==> config.mk <==
export PLATFORM = sky130hd
export DESIGN_NAME = ssd_word_decoder
export DESIGN_NICKNAME = d
export VERILOG_FILES = /design/src/rtl/ssd_pkg.sv /design/src/rtl/ssd_to_hex.sv /design/src/rtl/ssd_word_decoder.sv
export SDC_FILE = /design/constraint.sdc
export NUM_CORES = 1
export LEC_CHECK = 0
export CAP_MARGIN = 0
export CORE_ASPECT_RATIO = 1.75
export CORE_MARGIN = 5
export CORE_UTILIZATION = 55
export CTS_CLUSTER_SIZE = 30
export DETAILED_ROUTE_END_ITERATION = 6
export DONT_BUFFER_PORTS = 1
export GPL_TIMING_DRIVEN = 0
export PLACE_DENSITY = 0.73
export SYNTH_ARGS = -nofsm -noshare
export SYNTH_HDL_FRONTEND = slang
export SYNTH_SLANG_ARGS = --single-unit
==> constraint.sdc <==
create_clock -name Clk -period 1.45 [get_ports Clk]
set_clock_uncertainty 0.15 [all_clocks]
set_input_delay 0.0725 -clock Clk [delete_from_list [all_inputs] [get_ports Clk]]
set_output_delay 0.0725 -clock Clk [all_outputs]
set_load 0.03 [all_outputs]
==> src/rtl/ssd_pkg.sv <==
// Shared seven-segment definitions: active-low segment codes (bit 0 = segment a)
// and the word-decoder state type.
package ssd_pkg;

  localparam logic [0:6] SSD_0 = 7'b0000001;
  localparam logic [0:6] SSD_1 = 7'b1001111;
  localparam logic [0:6] SSD_2 = 7'b0010010;
  localparam logic [0:6] SSD_3 = 7'b0000110;
  localparam logic [0:6] SSD_4 = 7'b1001100;
  localparam logic [0:6] SSD_5 = 7'b0100100;
  localparam logic [0:6] SSD_6 = 7'b0100000;
  localparam logic [0:6] SSD_7 = 7'b0001111;
  localparam logic [0:6] SSD_8 = 7'b0000000;
  localparam logic [0:6] SSD_9 = 7'b0001100;
  localparam logic [0:6] SSD_A = 7'b0001000;
  localparam logic [0:6] SSD_B = 7'b1100000;
  localparam logic [0:6] SSD_C = 7'b0110001;
  localparam logic [0:6] SSD_D = 7'b1000010;
  localparam logic [0:6] SSD_E = 7'b0110000;
  localparam logic [0:6] SSD_F = 7'b0111000;

  typedef enum logic {
    COLLECT = 1'b0,
    FULL    = 1'b1
  } ssd_state_t;

endpackage

==> src/rtl/ssd_to_hex.sv <==
// Combinational inverse of the seven-segment encoder: code -> {err, nibble}.
// Unrecognised codes decode to zero with the error bit set.
module ssd_to_hex
  import ssd_pkg::*;
(
  input  logic [0:6] i_code,
  output logic [3:0] o_nibble,
  output logic       o_err
);

  always_comb begin
    o_nibble = 4'h0;
    o_err    = 1'b0;
    case (i_code)
      SSD_0:   o_nibble = 4'h0;
      SSD_1:   o_nibble = 4'h1;
      SSD_2:   o_nibble = 4'h2;
      SSD_3:   o_nibble = 4'h3;
      SSD_4:   o_nibble = 4'h4;
      SSD_5:   o_nibble = 4'h5;
      SSD_6:   o_nibble = 4'h6;
      SSD_7:   o_nibble = 4'h7;
      SSD_8:   o_nibble = 4'h8;
      SSD_9:   o_nibble = 4'h9;
      SSD_A:   o_nibble = 4'hA;
      SSD_B:   o_nibble = 4'hB;
      SSD_C:   o_nibble = 4'hC;
      SSD_D:   o_nibble = 4'hD;
      SSD_E:   o_nibble = 4'hE;
      SSD_F:   o_nibble = 4'hF;
      default: o_err    = 1'b1;
    endcase
  end

endmodule

==> src/rtl/ssd_word_decoder.sv <==
// Assembles a stream of seven-segment digit codes (MSD first) into one word,
// held with an error flag in a single-entry output buffer until taken.
module ssd_word_decoder
  import ssd_pkg::*;
#(
  parameter int NUM_DIGITS = 4
) (
  input  logic                    Clk,
  input  logic                    Clr,
  input  logic                    Flush,
  input  logic [0:6]              SSD_In,
  input  logic                    In_Valid,
  output logic                    In_Ready,
  output logic [4*NUM_DIGITS-1:0] Q,
  output logic                    Q_Err,
  output logic                    Q_Valid,
  input  logic                    Q_Ready
);

  localparam int W  = 4 * NUM_DIGITS;
  localparam int CW = (NUM_DIGITS > 1) ? $clog2(NUM_DIGITS) : 1;
  localparam logic [CW-1:0] LAST_COUNT = CW'(NUM_DIGITS - 1);

  ssd_state_t      r_state;
  ssd_state_t      w_nextState;
  logic [CW-1:0]   r_count;
  logic [W-1:0]    r_shift;
  logic [W-1:0]    r_q;
  logic            r_errAcc;
  logic            r_qErr;

  logic [3:0]      w_nibble;
  logic            w_digitErr;
  logic [W-1:0]    w_shiftNext;
  logic            w_inReady;
  logic            w_accept;
  logic            w_take;
  logic            w_lastDigit;

  ssd_to_hex u_decode (
    .i_code   (SSD_In),
    .o_nibble (w_nibble),
    .o_err    (w_digitErr)
  );

  // Shift-left form keeps every register bit in use and also covers NUM_DIGITS=1.
  assign w_shiftNext = (r_shift << 4) | W'(w_nibble);
  assign w_lastDigit = (r_count == LAST_COUNT);
  assign w_take      = (r_state == FULL) && Q_Ready;

  always_ff @(posedge Clk or posedge Clr) begin
    if (Clr) begin
      r_state <= COLLECT;
    end else begin
      r_state <= w_nextState;
    end
  end

  // While FULL the buffer frees up only when downstream takes it, so a new
  // digit can enter in that same cycle. Flush overrides every handshake.
  always_comb begin
    w_nextState = r_state;
    w_inReady   = 1'b1;
    if (r_state == FULL) begin
      w_inReady = Q_Ready;
    end
    w_accept = In_Valid && w_inReady && !Flush;
    if (Flush) begin
      w_nextState = COLLECT;
    end else if (w_accept && w_lastDigit) begin
      w_nextState = FULL;
    end else if (w_take) begin
      w_nextState = COLLECT;
    end
  end

  always_ff @(posedge Clk or posedge Clr) begin
    if (Clr) begin
      r_count  <= '0;
      r_shift  <= '0;
      r_errAcc <= 1'b0;
      r_q      <= '0;
      r_qErr   <= 1'b0;
    end else if (Flush) begin
      r_count  <= '0;
      r_shift  <= '0;
      r_errAcc <= 1'b0;
    end else if (w_accept) begin
      r_shift <= w_shiftNext;
      if (w_lastDigit) begin
        r_q      <= w_shiftNext;
        r_qErr   <= r_errAcc | w_digitErr;
        r_count  <= '0;
        r_errAcc <= 1'b0;
      end else begin
        r_count  <= r_count + CW'(1);
        r_errAcc <= r_errAcc | w_digitErr;
      end
    end
  end

  assign In_Ready = w_inReady;
  assign Q_Valid  = (r_state == FULL);
  assign Q        = r_q;
  assign Q_Err    = r_qErr;

endmodule

==> flow_metrics.py, run 1 <==
metrics = {
    "timing": {
        "tightest_slew_ps": 510,
        "max_freq_mhz": 562,
        "whs_ps": -48.1,
        "final.min_clock_period_ps": 1780,
        "rsz0062_at_grt": "true",
        "setup_viol": 33,
        "hold_viol": 2,
        "drv_slew": 0,
        "fin_ws_ps": -330,
        "max_slew_margin_pct": 66.0,
        "fin_tns_setup_ps": -8730,
        "fin_crit_sh_pct": 123,
    },
    "cts": {
        "root_buffer": "clkbuf_8",
        "htreeDepth": 2,
        "clock_latency_ps": 280,
        "clk_path_buf_depth": 2,
        "cts.sinks": 33,
        "cts_buffers": 5,
        "clk_pin_slew_worst_paths_ps": 60,
        "cts_tree": "yes",
    },
    "global_routing": {
        "track_usage_pct": 18.4,
        "grt_max_degree": 34,
        "antenna_found_initial": 0,
        "gr-total-overflow": 0,
        "first_global_vias": 1226,
        "grt_pass1_wl_um": 5770,
    },
    "routing": {
        "firstDrtPassIters": 4,
        "postRouteAntennaNets": 0,
        "wl_per_cell_um": 19.2,
        "drtIter0Drc": 26,
        "via_count": 1227,
        "vias_per_cell": 6.49,
        "post-route-drc-count": 0,
        "routed_wl_um": 3640,
    },
    "yosys": {
        "synth-edff-count": 0,
        "synth_top_cells_by_count": "33 x dfrtp_1, 15 x mux2_2, 12 x a22o_1",
        "async_flop_share_pct": 100,
        "synth_top_area_share_pct": 51.8,
        "seq_area_frac_synth_pct": 51.8,
        "synthTopCellsByArea": "dfrtp_1 52%, mux2_2 11%, a22o_1 6.6%",
        "synth_most_common_cell": "dfrtp_1",
        "ys.flop_type": "dfrtp_1",
        "ys_types": 40,
        "yosys_warnings": 0,
        "syn_area_mm2": 0.00159,
        "yosys.area.top_type": "dfrtp_1",
        "synth_seq_cells": 33,
        "syn-num-nets": 155,
        "postSynthCellCount": 142,
        "syn_avg_cell_area_um2": 11.2,
    },
    "setup_path": {
        "worstPathArrival_ps": 1800,
        "critical_path_peak_fanout": 5,
        "end_kind": "register",
        "cp.required_ps": 1470,
        "critPathKind": "register to register",
        "cp-start-kind": "register",
    },
    "floorplan": {
        "die-area_mm2": 0.00412,
        "pin_count": 31,
        "start_util_pct": 55.7,
        "rows": 26,
        "die_y_um": 81.2,
        "die_x_um": 50.7,
        "core-area_mm2": 0.00286,
    },
    "placement": {
        "place_inst": 170,
        "dp_hpwl_um": 2390,
        "portBuffers": 0,
        "gp_congestion": 0.773,
    },
    "final_layout": {
        "fin_util_pct": 69.4,
        "final_nets": 174,
        "insertedDiodeCount": 0,
        "area.growth.synth_to_final_pct": 24.6,
        "multi_input_area_um2": 786,
        "fillers": 212,
        "fin_cells": 189,
        "drive_above_1_share_pct": 29.8,
        "seq_area_um2": 827,
    },
    "power": {
        "power_uw": 1820,
        "p_leak_uw": 0.000954,
        "irDropWorstVdd_mv": 0.561,
        "power.density_mw_per_mm2": 915,
    },
    "worst_hold_path": {
        "hold_path_class": "primary input to register",
    },
    "outcome": {
        "status": "complete, but fails checks",
        "violations": "hold timing, setup timing",
    },
    "run": {
        "drv_cap": 0,
    },
}
-- final cells by class --
type	instances	share of cell area [%]
Tap cell	28	1.76
Multi-Input combinational cell	94	39.5
Inverter	3	0.567
Timing Repair Buffer	13	7.87
Sequential cell	33	41.6
Clock buffer	6	3.65
Clock inverter	1	0.252
Buffer	11	4.72
-- placed cells by master (no fill, tap or decap), types with 4 or more instances in the layout --
cell type	Yosys	final
a22o_1	12	12
o21ai_0	6	4
mux2_4	0	9
nand2_1	10	8
dfrtp_1	33	32
nor3_1	6	5
clkbuf_8	0	5
buf_4	0	4
mux2_2	15	6
clkbuf_1	9	7
-- report_power, final --
group / total, µW / internal [µW] / switching [µW]
logic: 203 / 93.0 / 110
clock network: 627 / 325 / 302
registers: 988 / 945 / 43.6
-- cells by family (layout without fill, tap and decap cells) --
group	Yosys count	after routing	share of synthesized area, %
and+or+nand+nor	44	44	16.6
DFF	33	33	51.8
AOI/OAI and AO/OA	32	32	15.5
muxes	15	15	10.6
buffers and inverters	15	34	3.69
xor gates and xnor gates	2	2	1.10
adders and majority gates	1	1	0.785
-- per-stage QoR --
stage	instance area, µm²	setup slack, ps
after global placement	1720	-399
after global routing	1990	-371
after floorplan	1680	-252
final	1990	-330
after detailed placement	1720	-393
after CTS	1930	-330
-- repair_timing --
action,4_1_cts,5_1_grt
endpoints found under the hold margin,39,35
pin swaps,3,5
cloned,1,0
hold buffers,2,1
buffers inserted,7,2
endpoints found under the setup margin,33,33
resized for setup,15,7
-- critical path, cell delays in order (launching register included) --
cell and delay, ps:
dfrtp_2 490, nand2b_4 180, and3b_2 250, nand2_4 70
buf_8 130, buf_6 120, o31a_1 280
-- flip-flops by register name, indices dropped and copies added (netlist names) --
signal and count:
Q 16, Q_Err 1, Q_Valid 1, r_count 2, r_errAcc 1, r_shift 12
-- path summary, 6_finish.rpt --
| path | from | endpoint | slack, ps | depth (start not counted) |
|---|---|---|---|---|
| worst max-delay path | Q_Valid$_DFFE_PP0P_ | Q_Err$_DFFE_PP0P_ | -330 | 6 |
| worst min-delay path | Q_Ready | Q_Valid$_DFFE_PP0P_ | -50 | 2 |
| worst max register to register | Q_Valid$_DFFE_PP0P_ | Q_Err$_DFFE_PP0P_ | -330 | 6 |
| min in group asynchronous | Clr | Q[8]$_DFFE_PP0P_ | 90 | 2 |
| worst min register to register | r_count[0]$_DFFE_PP0P_ | r_count[0]$_DFFE_PP0P_ | 350 | 1 |
| max in group asynchronous | Clr | Q_Valid$_DFFE_PP0P_ | 590 | 3 |
-- routing by layer --
metal  global-route usage [%]  up-vias  share of wire, %
met4                     10.2        0               3.2
met2                     32.8       37                58
met1                     18.6      619                35
li1                         -      561                 -
met5                        0        -                 0
met3                     5.32       10               4.2
Power figures use the tool's default switching activity.
==> inputs of run 2 (changes only) <==
--- a/config.mk
+++ b/config.mk
@@ -8,12 +8,12 @@
 export CAP_MARGIN = 0
 export CORE_ASPECT_RATIO = 1.75
 export CORE_MARGIN = 5
-export CORE_UTILIZATION = 55
+export CORE_UTILIZATION = 60
 export CTS_CLUSTER_SIZE = 30
 export DETAILED_ROUTE_END_ITERATION = 6
 export DONT_BUFFER_PORTS = 1
 export GPL_TIMING_DRIVEN = 0
-export PLACE_DENSITY = 0.73
+export PLACE_DENSITY = 0.76
 export SYNTH_ARGS = -nofsm -noshare
 export SYNTH_HDL_FRONTEND = slang
 export SYNTH_SLANG_ARGS = --single-unit
==> constraint.sdc (replaced) <==
create_clock -name Clk -period 1.9 [get_ports Clk]
set_clock_uncertainty 0.15 [all_clocks]
set_input_delay 0.095 -clock Clk [delete_from_list [all_inputs] [get_ports Clk]]
set_output_delay 0.095 -clock Clk [all_outputs]
set_load 0.03 [all_outputs]
==> run 2 against run 1 <==
The flow now finishes without violations. Via count is 4.1% lower. Cell count decreased by 5.8%. Flip-flop and latch count unchanged. Sequential share of layout area grew 5.5 points. Power is 26% lower. Worst setup slack improved by 370 ps.
==> flow_metrics.py, run 2 (synthesized netlist as in run 1, its figures left out) <==
metrics = {
    "cts": {
        "clk_path_buf_depth": 2,
        "cts_tree": "yes",
        "root_buffer": "clkbuf_8",
        "htreeDepth": 2,
        "cts_buffers": 5,
        "cts.sinks": 33,
        "clk_pin_slew_worst_paths_ps": 60,
        "clock_latency_ps": 280,
    },
    "setup_path": {
        "end_kind": "register",
        "r2r-end": "Q[12]$_DFFE_PP0P_",
        "r2r_cells": 5,
        "cp.required_ps": 1910,
        "critPathKind": "register to register",
        "r2r_slack_ps": 40,
        "r2r-start": "Q_Valid$_DFFE_PP0P_",
        "critical_path_peak_fanout": 10,
        "cp-start-kind": "register",
        "worstPathArrival_ps": 1870,
    },
    "power": {
        "pwr-share-seq_pct": 56.2,
        "power.share.clock_pct": 34.7,
        "power.density_mw_per_mm2": 763,
        "switching_share_pct": 24.1,
        "irDropWorstVdd_mv": 0.439,
        "p_leak_uw": 0.000819,
        "switchingPower_uw": 323,
        "p_int_uw": 1020,
        "combPwrFrac_pct": 9.1,
    },
    "floorplan": {
        "die-area_mm2": 0.00383,
        "die_x_um": 49.0,
        "pin_count": 31,
        "start_util_pct": 63.2,
        "rows": 24,
        "core-area_mm2": 0.00252,
        "die_y_um": 78.2,
    },
    "final_layout": {
        "drive_above_1_share_pct": 20.4,
        "final_nets": 165,
        "insertedDiodeCount": 0,
        "final_cell_mix": "32 x dfrtp_1, 15 x mux2_2, 12 x a22o_1",
        "area.growth.synth_to_final_pct": 10.2,
        "final_common_cell": "dfrtp_1",
        "largest_register_ffs": 16,
    },
    "global_routing": {
        "first_global_vias": 1253,
        "track_usage_pct": 18.5,
        "grt_max_degree": 34,
        "gr-total-overflow": 0,
        "grt_pass1_wl_um": 5600,
        "antenna_found_initial": 0,
    },
    "routing": {
        "routed_wl_um": 3160,
        "vias_per_cell": 6.61,
        "via_count": 1177,
        "wl_per_cell_um": 17.7,
        "post-route-drc-count": 0,
        "drtIter0Drc": 18,
        "firstDrtPassIters": 4,
        "postRouteAntennaNets": 0,
    },
    "timing": {
        "max_slew_margin_pct": 23.3,
        "final.min_clock_period_ps": 1860,
        "fin_ws_ps": 40.5,
        "max_freq_mhz": 538,
        "setup_viol": 0,
        "drv_slew": 0,
        "tightest_slew_ps": 1150,
        "fin_tns_setup_ps": 0,
        "hold_viol": 0,
        "fin_crit_sh_pct": 97.9,
        "rsz0062_at_grt": "true",
    },
    "placement": {
        "portBuffers": 0,
        "dp_hpwl_um": 2400,
        "gp_congestion": 0.764,
        "dp_slack_ps": -168,
    },
    "worst_hold_path": {
        "min_path_cells": 4,
        "min_from": "SSD_In[3]",
        "hold_path_class": "primary input to register",
        "whs_endpoint": "Q[3]$_DFFE_PP0P_",
    },
    "run": {
        "drv_cap": 0,
    },
    "outcome": {
        "status": "finished, final reports clean",
    },
}
[run 2: worst max-delay path by stage]
stage / startpoint / end
finish: Q_Valid$_DFFE_PP0P_ / Q[12]$_DFFE_PP0P_
global route: Q_Valid$_DFFE_PP0P_ / Q[8]$_DFFE_PP0P_
CTS: Q_Valid$_DFFE_PP0P_ / Q[12]$_DFFE_PP0P_
detailed placement: Q_Valid$_DFFE_PP0P_ / Q[8]$_DFFE_PP0P_
global placement: Q_Valid$_DFFE_PP0P_ / Q[15]$_DFFE_PP0P_
floorplan: Q_Valid$_DFFE_PP0P_ / Q[10]$_DFFE_PP0P_
[run 2: area by class of cell]
cell class              count  area [µm²]
clock buffers               6        72.6
clock inverters             1        5.00
inverters                   3        11.3
well taps                  26        32.5
flip-flops and latches     33         827
multi-input cells          94         718
plain buffers              11        50.0
fillers                   216         766
repair buffers              4        40.0
[run 2: layer usage]
metal,track usage [%],vias up,share of wire (%)
met1,16.1,557,33
met3,5.49,18,6.3
met5,0,-,0
met4,13.2,0,4.1
li1,-,545,-
met2,34.4,57,57
[run 2: through the flow]
step	cell area (µm²)	hold slack [ps]	utilization, %	cells	power, µW
floorplan	1600	53.2	-	142	855
global placement	1630	54.6	64.6	168	876
detailed placement	1630	83.0	64.6	168	881
CTS	1760	3.30	69.6	178	1350
global route	1760	13.6	69.6	178	1420
finish	1760	12.2	69.6	178	1340
[run 2: repair_timing]
action	in CTS	in global routing
hold buffers	4	0
setup buffers	0	0
hold endpoints to repair	35	0
gates cloned	0	0
setup endpoints to repair	28	7
gates resized for setup	5	0
[run 2: worst max-delay path: stages (launching register included)]
cell      delay (ps)
dfrtp_2          480
nand2b_4         140
and3b_2          300
nand2_1          120
buf_4            200
mux2_2           350
[run 2: power groups by stage]
stage / sequential [µW] / combinational [µW] / clock (µW)
finish: 754 / 122 / 464
global route: 756 / 137 / 527
CTS: 754 / 122 / 478
detailed placement: 767 / 114 / 0
global placement: 766 / 110 / 0
floorplan: 763 / 92.0 / 0
==> inputs of run 3 (changes only) <==
--- a/config.mk
+++ b/config.mk
@@ -5,6 +5,7 @@
 export SDC_FILE = /design/constraint.sdc
 export NUM_CORES = 1
 export LEC_CHECK = 0
+export ABC_AREA = 1
 export CAP_MARGIN = 0
 export CORE_ASPECT_RATIO = 1.75
 export CORE_MARGIN = 5
==> constraint.sdc (replaced) <==
create_clock -name Clk -period 2 [get_ports Clk]
set_clock_uncertainty 0.15 [all_clocks]
set_input_delay 0.1 -clock Clk [delete_from_list [all_inputs] [get_ports Clk]]
set_output_delay 0.1 -clock Clk [all_outputs]
set_load 0.03 [all_outputs]
==> run 3 against run 2 <==
Worst hold slack better by 67 ps. Largest cell class unchanged. Global-route usage down 0.14 points. Routed wire length up 3.3%. Synthesized cell count up 37%. Clock power up 1%.
==> flow_metrics.py, run 3 <==
metrics = {
    "placement": {
        "dp_hpwl_um": 2590,
        "place_inst": 221,
        "gp_congestion": 0.867,
        "portBuffers": 0,
        "dp_slack_ps": 157,
        "placed_cell_area_mm2": 0.00164,
    },
    "floorplan": {
        "core-area_mm2": 0.00252,
        "die_y_um": 78.4,
        "rows": 24,
        "die_x_um": 49.1,
        "die-area_mm2": 0.00385,
        "start_util_pct": 63.6,
        "pin_count": 31,
    },
    "routing": {
        "routed_wl_um": 3260,
        "drtIter0Drc": 28,
        "postRouteAntennaNets": 0,
        "wl_per_cell_um": 13.9,
        "firstDrtPassIters": 4,
        "vias_per_cell": 5.48,
        "via_count": 1282,
        "post-route-drc-count": 0,
    },
    "global_routing": {
        "antenna_found_initial": 0,
        "first_global_vias": 1328,
        "grt_pass1_wl_um": 5580,
        "track_usage_pct": 18.4,
        "gr-total-overflow": 0,
        "grt_max_degree": 34,
    },
    "yosys": {
        "ys_types": 20,
        "syn_area_mm2": 0.00160,
        "yosys_warnings": 0,
        "async_flop_share_pct": 100,
        "synth_top_area_share_pct": 51.5,
        "seq_area_frac_synth_pct": 51.5,
        "synth_top_cells_by_count": "44 x nand2_1, 33 x dfrtp_1, 25 x nor2_1",
        "synth-edff-count": 0,
        "synth_seq_cells": 33,
        "yosys.area.top_type": "dfrtp_1",
        "syn_avg_cell_area_um2": 8.23,
        "ys.flop_type": "dfrtp_1",
        "postSynthCellCount": 195,
        "synthTopCellsByArea": "dfrtp_1 51%, nand2_1 10%, nor2_1 5.9%",
        "syn-num-nets": 208,
        "synth_most_common_cell": "nand2_1",
    },
    "cts": {
        "cts_setup_buffers": 0,
        "cts_buffers": 5,
        "root_buffer": "clkbuf_8",
        "clk_pin_slew_worst_paths_ps": 60,
        "clk_path_buf_depth": 2,
        "cts.sinks": 33,
        "htreeDepth": 2,
        "cts_resized": 0,
        "cts_tree": "yes",
        "cts_hold_buf": 4,
        "clock_latency_ps": 280,
    },
    "timing": {
        "fin_tns_setup_ps": 0,
        "fin_ws_ps": 158,
        "max_slew_margin_pct": 71.2,
        "final.min_clock_period_ps": 1840,
        "fin_crit_sh_pct": 92.1,
        "max_freq_mhz": 543,
        "setup_viol": 0,
        "tightest_slew_ps": 431,
        "rsz0062_at_grt": "false",
        "hold_viol": 0,
        "drv_slew": 0,
    },
    "setup_path": {
        "cp-start-kind": "register",
        "critical_path_peak_fanout": 10,
        "end_kind": "register",
        "crit_start": "Q_Valid$_DFFE_PP0P_",
        "worstPathArrival_ps": 1860,
        "r2r-start": "Q_Valid$_DFFE_PP0P_",
        "cp.required_ps": 2020,
        "critPathKind": "register to register",
    },
    "power": {
        "irDropWorstVdd_mv": 0.444,
        "p_int_uw": 1000,
        "switching_share_pct": 29.1,
        "combPwrFrac_pct": 9.3,
        "switchingPower_uw": 411,
        "pwr-share-seq_pct": 57.4,
        "power.share.clock_pct": 33.3,
        "power_uw": 1410,
        "power.density_mw_per_mm2": 790,
        "p_leak_uw": 0.000854,
    },
    "final_layout": {
        "multi_input_area_um2": 638,
        "seq_area_um2": 826,
        "drive_above_1_share_pct": 17.3,
        "final_area_mm2": 0.00179,
        "final_cell_mix": "44 x nand2_1, 33 x dfrtp_1, 25 x nor2_1",
        "largest_register_ffs": 16,
        "final_nets": 220,
        "area.growth.synth_to_final_pct": 11.4,
        "fin_cells": 234,
        "fillers": 193,
        "final_common_cell": "nand2_1",
        "insertedDiodeCount": 0,
    },
    "run": {
        "drv_cap": 0,
    },
    "outcome": {
        "status": "finished, final reports clean",
    },
    "worst_hold_path": {
        "hold_path_class": "primary input to asynchronous set/reset pin",
    },
}
==> run 3: changes by cell type after synthesis, moves of 7 or more <==
| cell | before | now |
|---|---|---|
| nand2_1 | 10 | 44 |
| nor2_1 | 3 | 25 |
| inv_1 | 3 | 23 |
| mux2_2 | 15 | 0 |
| o21ai_1 | 1 | 14 |
| a22o_1 | 12 | 0 |
| o22ai_1 | 0 | 10 |
| nor2_2 | 0 | 9 |
| clkbuf_1 | 9 | 2 |
==> run 3: final timing paths <==
kind	end	slack [ps]	depth (start not counted)
min in group Clk	Q[1]$_DFFE_PP0P_	120	6
worst min register to register	r_count[0]$_DFFE_PP0P_	370	1
worst max-delay path	Q[6]$_DFFE_PP0P_	160	9
worst min-delay path	r_shift[7]$_DFFE_PP0P_	80	2
worst max register to register	Q[6]$_DFFE_PP0P_	160	9
max in group asynchronous	Q[9]$_DFFE_PP0P_	1190	3
==> run 3: area by class of cell <==
class	instances	area share, %
multi-input cells	129	35.7
plain buffers	5	1.96
well taps	26	1.82
clock buffers	6	4.06
inverters	28	5.88
clock inverters	2	0.560
repair buffers	5	3.78
flip-flops and latches	33	46.2
==> run 3: cell families (layout without fill, tap and decap cells) <==
| group | after synthesis | after routing | share of synthesized area, % |
|---|---|---|---|
| AO/OA/AOI/OAI | 30 | 30 | 10.3 |
| flip-flops | 33 | 33 | 51.5 |
| adder cells (fa/ha/maj) | 1 | 1 | 0.780 |
| buffers and inverters | 33 | 46 | 8.74 |
| AND/OR/NAND/NOR | 98 | 98 | 28.7 |
==> run 3: worst max-delay path, stage by stage (launching register included) <==
cell and delay, ps:
dfrtp_1 510, nand2_4 210, nand2_4 90, nor2_4 160
inv_2 70, nor2_4 130, inv_2 90, buf_2 190
nand2_1 80, o21ai_1 70
==> run 3: stage by stage <==
step / hold slack [ps] / utilization, %
after floorplan: 60.4 / -
after global placement: 61.6 / 64.9
after detailed placement: 74.1 / 64.9
after CTS: 117 / 69.7
after global routing: 107 / 70.8
final: 79.3 / 70.8
==> run 3: per-layer routing <==
layer | track usage (%) | share of wire (%)
met1 | 16.9 | 34
met3 | 4.92 | 4.5
met2 | 34.8 | 58
met4 | 10.2 | 3.7
met5 | 0 | 0
==> run 3: power by group through the flow <==
stage,combinational (µW),sequential (µW),clock (µW)
finish,131,811,470
global route,151,816,518
CTS,126,813,479
detailed placement,117,825,0
global placement,111,823,0
floorplan,95.0,816,0
